$ cat src/rtl/hazard_ctrl.sv
// Pipeline hazard controller: load-use interlock, taken-branch flush sequencer,
// operand forwarding and memory-busy freeze. Optional perf counters: HAZARD_PERF_CNT_EN.
module hazard_ctrl #(
  parameter int BR_PENALTY = 2,
  parameter int CNT_W      = 16
) (
  input  logic             clk,
  input  logic             reset,
  input  logic [3:0]       id_rs1,
  input  logic [3:0]       id_rs2,
  input  logic             id_use1,
  input  logic             id_use2,
  input  logic [3:0]       ex_rs1,
  input  logic [3:0]       ex_rs2,
  input  logic [3:0]       ex_rd,
  input  logic             ex_regw,
  input  logic             ex_memr,
  input  logic             ex_branch,
  input  logic             br_taken,
  input  logic [3:0]       mem_rd,
  input  logic             mem_regw,
  input  logic [3:0]       wb_rd,
  input  logic             wb_regw,
  input  logic             mem_busy,
  output logic             stall_if,
  output logic             stall_id,
  output logic             stall_ex,
  output logic             flush_id,
  output logic             flush_ex,
  output logic [1:0]       fwd_a,
  output logic [1:0]       fwd_b,
  output logic             busy,
  output logic [CNT_W-1:0] stall_cnt,
  output logic [CNT_W-1:0] flush_cnt
);

  typedef enum logic {RUN, FLUSH} state_t;

  state_t     state;
  logic [2:0] cnt;
  logic       load_use;
  logic       br_take;

  // Register 15 is the PC: it never forwards and never creates a load-use hazard.
  function automatic logic [1:0] fwd_sel(input logic [3:0] rs,
                                         input logic       m_w,
                                         input logic [3:0] m_rd,
                                         input logic       w_w,
                                         input logic [3:0] w_rd);
    if (m_w && m_rd == rs && m_rd != 4'd15)
      return 2'b10;
    else if (w_w && w_rd == rs && w_rd != 4'd15)
      return 2'b01;
    else
      return 2'b00;
  endfunction

  assign load_use = ex_memr && ex_regw && (ex_rd != 4'd15) &&
                    ((id_use1 && id_rs1 == ex_rd) || (id_use2 && id_rs2 == ex_rd));
  assign br_take  = ex_branch && br_taken;
  assign busy     = (state == FLUSH);

  always_comb begin
    stall_if = 1'b0;
    stall_id = 1'b0;
    stall_ex = 1'b0;
    flush_id = 1'b0;
    flush_ex = 1'b0;
    fwd_a    = 2'b00;
    fwd_b    = 2'b00;
    if (!reset) begin
      fwd_a = fwd_sel(ex_rs1, mem_regw, mem_rd, wb_regw, wb_rd);
      fwd_b = fwd_sel(ex_rs2, mem_regw, mem_rd, wb_regw, wb_rd);
      if (mem_busy) begin
        stall_if = 1'b1;
        stall_id = 1'b1;
        stall_ex = 1'b1;
      end else if (state == FLUSH || br_take) begin
        flush_id = 1'b1;
        flush_ex = 1'b1;
      end else if (load_use) begin
        stall_if = 1'b1;
        stall_id = 1'b1;
        flush_ex = 1'b1;
      end
    end
  end

  // The resolve cycle is the first flush; FLUSH covers the remaining BR_PENALTY-1.
  always_ff @(posedge clk or posedge reset) begin
    if (reset) begin
      state <= RUN;
      cnt   <= 3'd0;
    end else if (!mem_busy) begin
      unique case (state)
        RUN: begin
          if (br_take && BR_PENALTY > 1) begin
            state <= FLUSH;
            cnt   <= 3'(BR_PENALTY - 1);
          end
        end
        FLUSH: begin
          cnt <= cnt - 3'd1;
          if (cnt <= 3'd1)
            state <= RUN;
        end
      endcase
    end
  end

`ifdef HAZARD_PERF_CNT_EN
  logic [CNT_W-1:0] stall_q;
  logic [CNT_W-1:0] flush_q;
  localparam logic [CNT_W-1:0] ONE = {{(CNT_W-1){1'b0}}, 1'b1};

  // Saturating counters; only reset clears them.
  always_ff @(posedge clk or posedge reset) begin
    if (reset) begin
      stall_q <= '0;
      flush_q <= '0;
    end else begin
      if (stall_id && stall_q != '1)
        stall_q <= stall_q + ONE;
      if (!mem_busy && state == RUN && br_take && flush_q != '1)
        flush_q <= flush_q + ONE;
    end
  end

  assign stall_cnt = stall_q;
  assign flush_cnt = flush_q;
`else
  assign stall_cnt = '0;
  assign flush_cnt = '0;
`endif

endmodule
$ cat config.mk
export PLATFORM = sky130hd
export DESIGN_NAME = hazard_ctrl
export DESIGN_NICKNAME = d
export VERILOG_FILES = /design/src/rtl/hazard_ctrl.sv
export SDC_FILE = /design/constraint.sdc
export NUM_CORES = 1
export LEC_CHECK = 0
export ABC_AREA = 1
export CAP_MARGIN = 10
export CORE_MARGIN = 3
export CORE_UTILIZATION = 36
export CTS_BUF_LIST = sky130_fd_sc_hd__clkbuf_4 sky130_fd_sc_hd__clkbuf_8
export DETAILED_ROUTE_END_ITERATION = 6
export PLACE_DENSITY = 0.87
export SYNTH_ARGS = -nofsm -noshare
export SYNTH_HDL_FRONTEND = slang
export SYNTH_SLANG_ARGS = --single-unit
$ cat constraint.sdc
create_clock -name clk -period 1.9 [get_ports clk]
set_clock_uncertainty 0.05 [all_clocks]
set_input_delay 0.38 -clock clk [delete_from_list [all_inputs] [get_ports clk]]
set_output_delay 0.38 -clock clk [all_outputs]
set_load 0.01 [all_outputs]
Yosys cells after proc, flatten, opt, wreduce, memory -nomap -nowiden. Cells that the tools add are included. W data, S select, Z words.

Register bits: 4. Bits of input ports: 39. Output and inout port bits: 42. Logic and storage cells: 56.

Add/subtract/negate cells: 1. $lt $le $gt $ge: 1. Equality and inequality tests: 10. Multiplexer cells: 23. Bitwise logic cells: 2. Reduce and logical (&&, ||, !) cells: 17.

Operators by type and width (number): $eq A4 B4 Y1 (6); $mux W1 (16); $logic_and A1 B1 Y1 (14); $ne A4 B4 Y1 const B (3); $mux W2 (4); $pmux W3 S2 (1); $le A3 B1 Y1 const B (1); $mux W3 (1); $sub A3 B1 Y3 const B (1); $logic_or A1 B1 Y1 (2); $ne A2 B2 Y1 const B (1); $not A1 Y1 (2); $pmux W1 S2 (1); $reduce_and A2 Y1 (1).

Logic depth before layout (Yosys ltp). Gate-level depths: netlist (run 1).

Depth in word-level cells: 8. Depth in mapped cells: 9.

Least setup slack after synthesis (run 1). No wires, ideal clock.

Kind: register -> output. Start point: register state (netlist: busy). End point: output port stall_if. Arrival time: 1.061 ns. Setup slack: 0.409 ns. Cell stages (with the launch flop): 7. Buffers on the path: 1. Cell sequence: dfrtp_1 a21oi_2 inv_1 nor2_1 nand3_1 nand2_1 buf_4.

Word-level cells in the longest chain between the ends: 4.

Ends and longest elaborated chain: start, declared (line 39) `state_t state;`; start signal, assigned (line 92) `state <= RUN;`; start signal, assigned (line 98) `state <= FLUSH;`; start signal, assigned (line 105) `state <= RUN;`; $logic_or A1 B1 Y1 (line 78) `end else if (state == FLUSH || br_take) begin`; $mux W1 (3 in a row); end, declared (line 25) `output logic stall_if,`.

No other way between the ends.

Worst setup path in the final report (run 1).
Start point: input port ex_memr. End point: output port stall_id.

Word-level cells in the longest chain between the ends: 7.

Ends and longest elaborated chain: start, declared (line 17) `input logic ex_memr,`; $logic_and A1 B1 Y1 (3 in a row) (line 58) `assign load_use = ex_memr && ex_regw && (ex_rd != 4'd15) &&`; $mux W1 (line 81) `end else if (load_use) begin`; $mux W1 (line 78); $mux W1 (line 74) `if (mem_busy) begin`; $mux W1 (line 71) `if (!reset) begin`; end, declared (line 26) `output logic stall_id,`.

No other way between the ends.

==> results of run 1 <==
[layout make-up]
type / count / share of cell area [%]
inverters: 29 / 7.39
well taps: 30 / 2.55
repair buffers: 58 / 34.6
clock buffers: 3 / 1.53
multi-input cells: 133 / 47.2
flip-flops and latches: 4 / 6.80
[power groups by stage]
stage	clock [mW]	sequential, mW	combinational, mW
CTS	0.107	0.153	0.429
global placement	0	0.152	0.433
global route	0.113	0.158	0.491
floorplan	0	0.155	0.281
detailed placement	0	0.154	0.442
finish	0.102	0.153	0.432
[metal layers]
metal  track usage (%)  vias up  routed length (µm)
li1                  -      572                   -
met3              2.63        2                 297
met1              14.5      459                 864
met4              6.29        0                  21
met5                 0        -                   0
met2              24.7       58                1250
[synthesized netlist by cell type]
cell	count
xnor2_1	4
dfrtp_1	4
conb_1	1
o31ai_1	1
clkinv_1	2
inv_1	23
inv_2	4
nor2_2	2
nor2_1	25
nand2_1	31
nor3_1	4
o22ai_1	4
xor2_1	3
o21ai_1	4
nor2_4	1
o221ai_1	1
a41oi_1	1
nand3_1	6
nand2_2	3
a21oi_2	1
a21oi_1	4
o211ai_1	1
buf_4	33
ha_1	2
nor3_2	3
[cells by family (layout without fill, tap and decap cells)]
logic type      count (synthesis)  in the layout
simple gates                   75             75
compound gates                 17             17
flops                           4              4
fa+ha+maj                       2              2
xor+xnor                        7              7
other cells                     1             32
buf+inv                        62             90
[timing repair]
item	in CTS	in global routing
resized for setup	65	23
setup buffers	1	0
setup endpoints to repair	9	9
cloned	0	0
endpoints found under the hold margin	0	0
pin swaps	15	25
[path summary, 6_finish.rpt]
path	slack (ns)	from	cells past startpoint	endpoint
min	0.10	reset	3	cnt[1]
min in group clk	0.46	cnt[2]	1	cnt[2]
min reg2reg	0.46	cnt[2]	1	cnt[2]
max in group asynchronous	1.60	reset	3	busy
max	0.1	ex_memr	6	stall_id
max reg2reg	0.68	busy	7	cnt[2]
[flip-flops by register name (all words and copies together) (netlist names)]
register	flops
cnt	3
busy	1
[worst max-delay path: cells and delay by family]
| kind | cells | cell delay (ns) |
|---|---|---|
| AOI/OAI and AO/OA | 1 | 0.17 |
| and+or+nand+nor | 3 | 0.25 |
| buffers and inverters | 2 | 0.58 |
[per-stage QoR]
stage / instances / setup WS, ns / util [%] / power [mW] / TNS, ns
final: 257 / 0.0990 / 57.9 / 0.687 / 0
after global routing: 257 / 0.00254 / 57.9 / 0.762 / 0
after CTS: 257 / 0.00160 / 55.9 / 0.689 / 0
after detailed placement: 253 / -0.565 / 56.6 / 0.596 / -4.42
after global placement: 253 / -0.573 / 56.6 / 0.586 / -4.26
after floorplan: 199 / 0.409 / - / 0.436 / 0
==> results.md, run 1 <==
- Clock share of power: 14.8%
- Placed wire-length estimate: 2.11 mm
- CTS sink count: 4
- Core area: 2540 µm²
- # setup viols final: 0
- PwrDens: 466 nW/µm²
- DP Area: 1440 µm²
- GR Overflow Total: 0
- Num CTS Buffers: 3
- XOR/XNOR Fraction of Synth Area: 6.22%
- Crit share post-route: 94.8%
- All-Layer GR Usage: 13.4%
- Max Fanout on Critical Path: 2
- Most frequent cells in the layout: conb_1, nand2_1, inv_1, nor2_1, dlygate4sd2_1
- Cells after synthesis: 168
- Starting Density: 38.7%
- Die area: 3400 µm²
- Initial DRT Pass Iterations: 4
- CP required: 1.47 ns
- RSZ-0062 raised after global routing: false
- Slew Limit Fails: 0
- Crit Path Category: input port to primary output
- Mux cell area share after synthesis: 0%
- Most common cell after layout, fill and taps aside: conb_1
- NetSw: 0.290 mW
- Clock slew at reported path FFs: 0.04 ns
- Critical path's most frequent cell: nand2_1
- DRT iter0 DRCs: 30
- Netlist Area Pre-Place: 986 µm²
- Port Buf Inserts: 48
- Die X: 58.3 µm
- Nets: 270
- Max Freq: 555 MHz
- Static leakage: 0.920 nW
- Share of cells above drive strength 1: 20.3%
- Avg WL per Cell: 9.46 µm
- First-pass GRT wire length: 3.64 mm
- Largest net degree at the start of global routing: 7
- Logic gate share of total power: 63.0%
- Maximum vdd drop: 0.000508 V
- Boundary Pins: 81
- Area occupied by multi-input gates: 694 µm²
- Yosys cell types: 25
- CP Capture Type: primary output
- Final Hold Fails: 0
- Min Hold Slack: 0.103 ns
- Synth Register Bits: 4
- Rows: 18
- CP peak stage delay: 0.45 ns
- Status: completed
- Synth area leader: buf_4
- Via count: 1,091
- Slowest-stage cell, CP: clkdlybuf4s50_1
- Post-Synth Adder-Cell Area: 2.54%
- CTS root buf: clkbuf_4
- CTS Buffer Depth: 2
- Fillers: 259
- Post-CTS Hold Fix Bufs: 0
- Die height: 58.3 µm
- Main combinational cell family by area after synthesis: buffers and inverters
- Simple-Gate Fraction of Synth Area: 33.8%
- Startpoint class of the critical path: input port
- Share of power burned in registers: 22.2%
- Top-area cell type share of the netlist area: 25.1%
- DR DRC count: 0
- P&R area growth vs syn: 49.4%
- Syn avg cell area: 5.87 µm²
- Number of diodes: 0
- Top cells by area, synth: buf_4, nand2_1, dfrtp_1, nor2_1, inv_1
- Seq/Total Area, Yosys: 10.2%
- YS warnings: 0
- CTS tree: done
- H-tree levels: 1
- Register area: 100 µm²
- Fin crit period: 1.80 ns
- Vias per cell: 4.25
- Initial antenna violation count: 0
- Finished Cell Area: 1470 µm²
- MaxCap Viol Count: 0
- Crit path arrival time: 1.37 ns
- Fraction of the mapped netlist area in compound gates: 10.8%
- GPL Wtd Cong: 0.885
- Number of global-route vias before repair: 934
- Final WL: 2.43 mm
- Sw Share: 42.2%
- Int Pwr: 0.397 mW
- Clk_lat worst skew: 0.23 ns
- Final ANT Viol Nets: 0
- Worst Hold Class: input port to async pin
- CP cell instances: clkdlybuf4s50_1, nand2_1, a41oi_2, nand3_1, nand2_1, buf_2
(Power assumes the default switching activity.)
==> run 2: changes to the inputs <==
--- a/config.mk
+++ b/config.mk
@@ -15,3 +15,4 @@
 export SYNTH_ARGS = -nofsm -noshare
 export SYNTH_HDL_FRONTEND = slang
 export SYNTH_SLANG_ARGS = --single-unit
+export TNS_END_PERCENT = 1
==> results.md, run 2 (synthesis gave the netlist of run 1 again) <==
- Largest register by flop count: cnt
- Largest net degree at the start of global routing: 7
- Num CTS Buffers: 3
- Clk_lat worst skew: 0.23 ns
- Share of power burned in registers: 22.0%
- Min Hold Slack: 0.100 ns
- Crit share post-route: 97.2%
- PwrDens: 450 nW/µm²
- CTS Buffer Depth: 2
- CTS tree: done
- Crit Path Category: input port to primary output
- Rows: 18
- CP cell instances: dlygate4sd2_1, inv_1, nor3_2, buf_4, nor2_1, nand2_2, nor2_2, nor2_2, buf_2
- Int Pwr: 0.402 mW
- Initial antenna violation count: 0
- Sw Share: 41.8%
- CP Capture Type: primary output
- Vias per cell: 4.23
- GPL Wtd Cong: 0.885
- Critical path's most frequent cell: nor2_2
- Number of diodes: 0
- DRT iter0 DRCs: 27
- Final WL: 2.50 mm
- Die X: 58.3 µm
- Nets: 270
- Most common cell after layout, fill and taps aside: conb_1
- Finished Cell Area: 1530 µm²
- Avg WL per Cell: 9.72 µm
- Port Buf Inserts: 48
- MaxCap Viol Count: 0
- P&R area growth vs syn: 55.6%
- Final ANT Viol Nets: 0
- DR DRC count: 0
- Die area: 3400 µm²
- Initial DRT Pass Iterations: 4
- Via count: 1,086
- Number of global-route vias before repair: 919
- CTS sink count: 4
- Placed wire-length estimate: 2.11 mm
- CP peak stage delay: 0.29 ns
- Slowest-stage cell, CP: dlygate4sd2_1
- H-tree levels: 1
- RSZ-0062 raised after global routing: true
- Clock share of power: 14.8%
- Core area: 2540 µm²
- Worst Hold Class: input port to async pin
- Status: completed
- Number of flip-flops in the largest register: 3
- First-pass GRT wire length: 3.49 mm
- Maximum vdd drop: 0.000542 V
- Max Freq: 541 MHz
- Fillers: 237
- Boundary Pins: 81
- NetSw: 0.288 mW
- CP required: 1.47 ns
- DP Area: 1440 µm²
- Starting Density: 38.7%
- Logic gate share of total power: 63.2%
- # setup viols final: 0
- GR Overflow Total: 0
- Slew Limit Fails: 0
- Share of cells above drive strength 1: 22.0%
- Most frequent cells in the layout: conb_1, nand2_1, dlymetal6s2s_1
- Max Fanout on Critical Path: 3
- All-Layer GR Usage: 12.8%
- CTS root buf: clkbuf_4
- Clock slew at reported path FFs: 0.04 ns
- Final Hold Fails: 0
- Crit path arrival time: 1.42 ns
- Die height: 58.3 µm
- Fin crit period: 1.85 ns
- Startpoint class of the critical path: input port
- Static leakage: 1.01 nW
run 2: cell types whose count changed in the layout (fill, tap and decap cells not counted), moves of 3 or more:
| cell | before | now |
|---|---|---|
| buf_2 | 8 | 5 |
| dlygate4sd2_1 | 21 | 9 |
| dlymetal6s2s_1 | 12 | 24 |
| inv_1 | 22 | 19 |
| inv_2 | 5 | 8 |
| nor2_2 | 3 | 6 |
run 2: path summary, 6_finish.rpt:
path | start | to | slack [ns] | depth (start not counted)
max in group asynchronous | reset | busy | 1.60 | 3
hold / removal | reset | cnt[1] | 0.10 | 3
setup / recovery | mem_rd[2] | fwd_b[0] | 0.05 | 9
min in group clk | cnt[0] | cnt[0] | 0.46 | 1
hold reg to reg | cnt[0] | cnt[0] | 0.46 | 1
setup reg to reg | busy | cnt[2] | 0.80 | 6
run 2: critical path: cells and delay by family:
family / cells / cell delay (ns)
AND/OR/NAND/NOR: 5 / 0.41
buffers and inverters: 4 / 0.62
run 2: area by class of cell:
cell class              count  area, µm²  area share, %
inverters                  29        109           7.10
clock buffers               3       22.5           1.47
multi-input cells         133        691           45.0
repair buffers             58        574           37.4
flip-flops and latches      4        100           6.53
well taps                  30       37.5           2.45
run 2: repair_timing:
action,4_1_cts,5_1_grt
endpoints found under the setup margin,9,9
pin swaps,4,23
cloned,0,0
hold buffers,0,0
setup buffers,0,1
endpoints found under the hold margin,0,0
resized for setup,36,53
run 2: power by group through the flow:
stage	sequential [mW]	combinational, mW	clock [mW]
after floorplan	0.155	0.281	0
after global placement	0.152	0.433	0
after detailed placement	0.154	0.442	0
after CTS	0.153	0.429	0.107
after global routing	0.158	0.495	0.113
final	0.152	0.436	0.102
run 2: per-layer routing:
metal	wire length, µm	track usage [%]	vias up
met5	0	0	-
met4	0	5.30	0
met3	248	2.63	0
met2	1320	23.8	48
met1	934	14.1	467
li1	-	-	571
run 2: through the flow:
step	total power [mW]	worst slack [ns]	utilization, %	TNS [ns]	instances
global placement	0.586	-0.573	56.6	-4.26	253
floorplan	0.436	0.409	-	0	199
CTS	0.689	-0.190	56.5	-0.908	256
finish	0.690	0.0523	60.3	0	257
detailed placement	0.596	-0.565	56.6	-4.42	253
global route	0.766	-0.0194	60.3	-0.0511	257
==> run 3: changes to the inputs <==
--- a/config.mk
+++ b/config.mk
@@ -11,7 +11,8 @@
 export CORE_UTILIZATION = 36
 export CTS_BUF_LIST = sky130_fd_sc_hd__clkbuf_4 sky130_fd_sc_hd__clkbuf_8
 export DETAILED_ROUTE_END_ITERATION = 6
-export PLACE_DENSITY = 0.87
+export PLACE_DENSITY = 0.95
+export SLEW_MARGIN = 10
 export SYNTH_ARGS = -nofsm -noshare
 export SYNTH_HDL_FRONTEND = slang
 export SYNTH_SLANG_ARGS = --single-unit
==> results.md, run 3 (synthesis gave the netlist of run 1 again) <==
- CTS Buffer Depth: 2
- Post-CTS Hold Fix Bufs: 0
- Area occupied by multi-input gates: 711 µm²
- CTS sink count: 4
- Max Freq: 529 MHz
- Worst Hold Class: input port to async pin
- # Post-CTS Setup Buffers: 0
- R2r setup slk: 0.81 ns
- Core area: 2540 µm²
- Starting Density: 38.7%
- CP cell instances: clkdlybuf4s50_1, nand2_2, nor3_2, nand3_1, nor2_2, buf_2
- Final WL: 2.66 mm
- Initial antenna violation count: 0
- Final ANT Viol Nets: 0
- Most common cell after layout, fill and taps aside: conb_1
- Setup TNS: 0 ns
- Nets: 268
- MaxCap Viol Count: 0
- Crit Path Category: input port to primary output
- CTS root buf: clkbuf_4
- Min Hold Slack: 0.218 ns
- P&R area growth vs syn: 53.6%
- Total power: 0.700 mW
- Static leakage: 0.970 nW
- Startpoint class of the critical path: input port
- Fillers: 241
- Port Buf Inserts: 48
- Max Fanout on Critical Path: 2
- GPL Wtd Cong: 0.850
- Rows: 18
- CTS tree: done
- Maximum vdd drop: 0.000424 V
- Setup ws final: 0.0113 ns
- PwrDens: 462 nW/µm²
- First-pass GRT wire length: 3.71 mm
- DR DRC count: 0
- Vias per cell: 4.32
- Status: completed
- DP Area: 1430 µm²
- Share of cells above drive strength 1: 22.7%
- CP Capture Type: primary output
- Fin crit period: 1.89 ns
- Die X: 58.3 µm
- Reg2reg path depth: 6
- Slowest-stage cell, CP: clkdlybuf4s50_1
- Layout Utilization: 59.5%
- Most frequent cells in the layout: conb_1, nand2_1, nor2_1
- Num CTS Buffers: 3
- # setup viols final: 0
- DRT iter0 DRCs: 34
- RSZ-0062 raised after global routing: true
- CP peak stage delay: 0.48 ns
- Final Hold Fails: 0
- GR Overflow Total: 0
- Avg WL per Cell: 10.4 µm
- Crit share post-route: 99.4%
- Placed wire-length estimate: 2.19 mm
- All-Layer GR Usage: 13.5%
- Number of flip-flops in the largest register: 3
- Cell count after placement: 252
- Boundary Pins: 81
- Register area: 100 µm²
- Fin cells: 255
- Worst reg2reg path endpoint: cnt[2]
- H-tree levels: 1
- CP required: 1.47 ns
- Worst reg2reg startpoint: busy
- Crit path arrival time: 1.46 ns
- Die area: 3400 µm²
- Die height: 58.3 µm
- Clock slew at reported path FFs: 0.04 ns
- Finished Cell Area: 1510 µm²
- Slew Limit Fails: 0
- Clk_lat worst skew: 0.23 ns
- Number of global-route vias before repair: 960
- Largest net degree at the start of global routing: 7
- Largest register by flop count: cnt
- Initial DRT Pass Iterations: 4
- Number of diodes: 0
- Worst slack, placed: -0.602 ns
- Via count: 1,102
-- run 3: area by class of cell --
type | count | share of cell area [%]
Timing Repair Buffer | 56 | 35.3
Multi-Input combinational cell | 133 | 46.9
Sequential cell | 4 | 6.61
Clock buffer | 3 | 1.49
Tap cell | 30 | 2.48
Inverter | 29 | 7.19
-- run 3: layer usage --
layer	routed length, µm	track usage, %
met2	1390	24.2
met3	283	2.63
met1	966	15.6
met4	21	4.97
met5	0	0
-- run 3: how the worst max path moves through the flow --
stage	startpoint	end	slack (ns)	cells after the start
final	wb_regw	fwd_a[0]	0.01	6
after global routing	ex_memr	stall_id	-0.07	6
after CTS	ex_rs2[1]	fwd_b[0]	-0.13	8
after detailed placement	ex_rd[1]	stall_id	-0.60	10
after global placement	ex_rd[2]	stall_id	-0.55	10
after floorplan	busy	stall_if	0.41	6
-- run 3: power by group --
part	leakage [nW]	switching, mW	total (mW)	internal (mW)
Combinational	0.907	0.239	0.444	0.205
Clock	0.0138	0.0330	0.104	0.0705
Sequential	0.0499	0.0277	0.153	0.125
-- run 3: timing repair --
action                                  4_1_cts  5_1_grt
gates cloned                                  0        0
pin swaps                                     3       20
resized for setup                            47       42
hold endpoints to repair                      0        0
endpoints found under the setup margin        9        8
-- run 3: worst max-delay path, delay by kind of cell --
| family | cells | cell delay [ns] |
|---|---|---|
| buffers and inverters | 2 | 0.61 |
| and+or+nand+nor | 4 | 0.46 |
==> RTL edit 1 (settings of run 2) <==
The option `HAZARD_PERF_CNT_EN` is turned on by a define.
--- a/src/rtl/hazard_ctrl.sv
+++ b/src/rtl/hazard_ctrl.sv
@@ -1,4 +1,6 @@
 // Pipeline hazard controller: load-use interlock, taken-branch flush sequencer,
 // operand forwarding and memory-busy freeze. Optional perf counters: HAZARD_PERF_CNT_EN.
+`define HAZARD_PERF_CNT_EN
+
 module hazard_ctrl #(
   parameter int BR_PENALTY = 2,
Check against the original RTL: not equivalent (a bounded check fails within 4 cycles, from zero or initial values and one cycle with reset high).
==> RTL edit 1 against run 2 <==
  * Combinational power grew 110%
  * Cell count grew 110%
  * Setup slack gained 0.043 ns
  * Register-to-register slack lost 0.64 ns
  * Sequential cell count grew 32
  * Power grew to 3.8 times the old value
  * Highest routed layer is now met4
  * Hold slack gained 0.23 ns
  * Final area grew 130%
  * Synthesized area grew to 2.5 times the old value
  * Wire length grew to 2.7 times the old value
  * Largest power group is now registers
  * Non-clock buffer count grew 50
  * Largest cell class unchanged
==> RTL edit 1: results <==
placed_design:
  portBuffers: 80
  dp_slack_ns: -0.757
  hpwl_um: 5010
  globalplace.congestion: 0.950
synth:
  yosys_warnings: 0
  synth_area_leaders: "dfrtp_1 36%, nand2_1 15%, inv_1 6.2%"
  synth_cell_types: 30
  synthTopCellsByCount: "98 x nand2_1, 41 x inv_1, 40 x nor2_1, 36 x dfrtp_1, 27 x nand3_1"
  seq_area_frac_synth_pct: 36.5
power_and_ir_drop:
  peakVddDrop_mv: 0.560
  leakage_nw: 1.80
global_routing:
  grt_pass1_wl_um: 11100
  grt_use_met1_pct: 20.4
  grt_use_met2_pct: 31.8
  grt_util_met3_pct: 4.38
  grt_pass1_vias: 2573
  track_usage_pct: 17.9
  grt_max_degree: 37
clocking:
  root_buffer: "clkbuf_8"
  htree_num_levels: 2
  insertion_delay_ns: 0.29
  cts_buffers: 5
  cts.clk_slew.worst_paths_ns: 0.07
  clk_path_buf_depth: 2
detailed_routing:
  wl_met1_um: 2900
  top_layer_used: "met4"
  vias_per_cell: 4.93
  drtIter0Drc: 93
  routedWlPerCell_um: 12.8
  dr_wl_met3_um: 380
  dr_wl_met2_um: 3410
sta:
  hold_ws_ns: 0.334
  slew_headroom_pct: 70.1
  setup_slack_ns: 0.0951
critical_path:
  crit_start: "mem_rd[3]"
  reg2reg_from: "stall_cnt[0]"
  reg2reg_depth: 9
  worstPathArrival_ns: 1.37
  ff2ff_setup_slack_ns: 0.16
  crit_slowest_cell: "clkdlybuf4s15_1"
  endpoint: "fwd_b[0]"
  reg2reg_to: "stall_cnt[6]"
  crit_fanout: 5
outcome:
  outcome: "finished clean"
finish:
  fin_nets: 496
  nFillCells: 576
  drive_gt1_share_pct: 23.1
## RTL edit 1: timing repair
action / in CTS / in global routing
hold buffers: 0 / 0
gates resized for setup: 89 / 57
cloned: 0 / 0
buffers inserted: 4 / 3
setup endpoints to repair: 24 / 8
pin swaps: 22 / 27
## RTL edit 1: logic make-up (layout without fill, tap and decap cells)
kind of cell / Yosys count / after routing / share of synthesized area, %
and+or+nand+nor: 202 / 202 / 36.6
buffers and inverters: 47 / 158 / 8.41
DFF: 36 / 36 / 36.5
xor gates and xnor gates: 32 / 32 / 11.4
AOI/OAI and AO/OA: 22 / 22 / 5.12
adders and majority gates: 4 / 4 / 2.03
## RTL edit 1: where the power goes
part | switching [W] | total [W] | internal [W]
logic | 0.000439 | 0.000905 | 0.000466
registers | 0.000140 | 0.00104 | 0.000897
clock network | 0.000276 | 0.000679 | 0.000404
total | 0.000855 | 0.00262 | 0.00177
## RTL edit 1: through the flow
stage | setup TNS [ns] | utilization (%) | instance area, µm² | instances | power (W)
6_report | 0 | 55.2 | 3580 | 531 | 0.00262
5_1_grt | 0 | 55.2 | 3580 | 531 | 0.00282
4_1_cts | -0.0861 | 55.1 | 3580 | 528 | 0.00262
3_5_place_dp | -12.37 | 53.5 | 3480 | 516 | 0.00193
3_3_place_gp | -10.43 | 53.5 | 3480 | 516 | 0.00190
2_1_floorplan | 0 | - | 2470 | 343 | 0.00146
## RTL edit 1: final cells by class
type / count / area [µm²] / area share (%)
flip-flops and latches: 36 / 901 / 25.1
multi-input cells: 260 / 1430 / 40.0
clock inverters: 2 / 35.0 / 0.978
inverters: 42 / 161 / 4.51
repair buffers: 108 / 881 / 24.6
clock buffers: 6 / 76.3 / 2.13
well taps: 77 / 96.3 / 2.69
==> RTL edit 2 (flow settings as in run 2) <==
Without the edit above. Change the parameter `CNT_W` from 16 to 32.
--- a/src/rtl/hazard_ctrl.sv
+++ b/src/rtl/hazard_ctrl.sv
@@ -3,5 +3,5 @@
 module hazard_ctrl #(
   parameter int BR_PENALTY = 2,
-  parameter int CNT_W      = 16
+  parameter int CNT_W      = 32
 ) (
   input  logic             clk,
Interface: changed (resized flush_cnt and stall_cnt); port bits go from 81 to 113. No check against the original RTL was run, so the function may have changed too.
==> RTL edit 2 against run 2 <==
  * Count of clock-buffer cells in the layout is the same
  * Global-route usage shrank 0.10 points
  * Maximum frequency shrank 1.5%
  * Sequential cell count is the same
  * Wire length grew 23%
  * Hold slack lost 0.0019 ns
  * Power grew 6.4%
  * Final area grew 10%
  * Setup slack lost 0.028 ns
  * Synthesized area grew 24%
  * Synthesized cell count grew 19%
  * Critical path depth shrank 3
  * First-iteration DRC count grew 59%
  * Critical path type unchanged
==> RTL edit 2: results <==
floorplanning:
  die_w_um: 64.4
global_routing:
  grt_use_met2_pct: 24.0
  grt_util_met3_pct: 3.51
  grt_use_met1_pct: 13.1
  grt_pass1_wl_um: 4250
  track_usage_pct: 12.7
  antenna_found_initial: 0
  grt_pass1_vias: 1062
detailed_routing:
  drtIter0Drc: 43
  wl_met1_um: 1050
  vias: 1203
  dr_wl_met2_um: 1700
  routed_wl_um: 3080
  dr_wl_met3_um: 337
critical_path:
  endpoint: "stall_if"
  ff2ff_setup_slack_ns: 0.81
  crit_fanout: 2
  slowest_delay_ns: 0.46
  cp_top_family: "buffers and inverters"
  worstPathArrival_ns: 1.45
  crit_start: "ex_regw"
  crit_slowest_cell: "clkdlybuf4s50_1"
  reg2reg_from: "busy"
synth:
  avgSynthCellArea_um2: 6.13
  synthTopCellsByCount: "65 x buf_4, 31 x nand2_1, 25 x nor2_1, 23 x inv_1, 6 x nand3_1"
  seq_area_frac_synth_pct: 8.16
  synth_area_leaders: "buf_4 40%, nand2_1 9.5%, dfrtp_1 8.2%"
finish:
  drive_gt1_share_pct: 18.8
  multi_input_area_um2: 832
  fin_nets: 298
  clkCellAreaFrac_pct: 1.33
  areaGrowthSynthToFinish_pct: 37.8
  multi_input_gates: 165
  nNonClkBuffers: 54
  buf_share_pct: 33.8
  nFillCells: 327
  sh_seq_area_pct: 5.93
placed_design:
  dpl-instance-area_um2: 1560
  dp_slack_ns: -0.564
  globalplace.congestion: 0.815
  hpwl_um: 2510
sta:
  setup_slack_ns: 0.0246
clocking:
  htree_num_levels: 1
power_and_ir_drop:
  leakage_nw: 1.14
  peakVddDrop_mv: 0.194
outcome:
  outcome: "finished clean"
==> RTL edit 2: power breakdown <==
part	switching, W	leakage [nW]	internal [W]	total (W)
sequential	0.0000288	0.0499	0.000125	0.000154
combinational	0.000270	1.08	0.000206	0.000477
clock	0.0000332	0.0138	0.0000706	0.000104
total	0.000332	1.14	0.000402	0.000734
==> RTL edit 2: cells by family (layout without fill, tap and decap cells) <==
logic type	count (synthesis)	count (layout)	share of synthesized area, %
buffers and inverters	94	86	48.7
AND/OR/NAND/NOR	75	75	27.1
AO/OA/AOI/OAI	17	17	8.67
XOR/XNOR	7	7	5.00
flip-flops	4	4	8.16
adder cells (fa/ha/maj)	2	2	2.04
other	1	64	0.306
==> RTL edit 2: metrics by stage <==
step / hold slack (ns) / power (W)
after floorplan: 0.0827 / 0.000513
after global placement: 0.440 / 0.000607
after detailed placement: 0.435 / 0.000620
after CTS: 0.403 / 0.000722
after global routing: 0.111 / 0.000817
final: 0.0984 / 0.000734
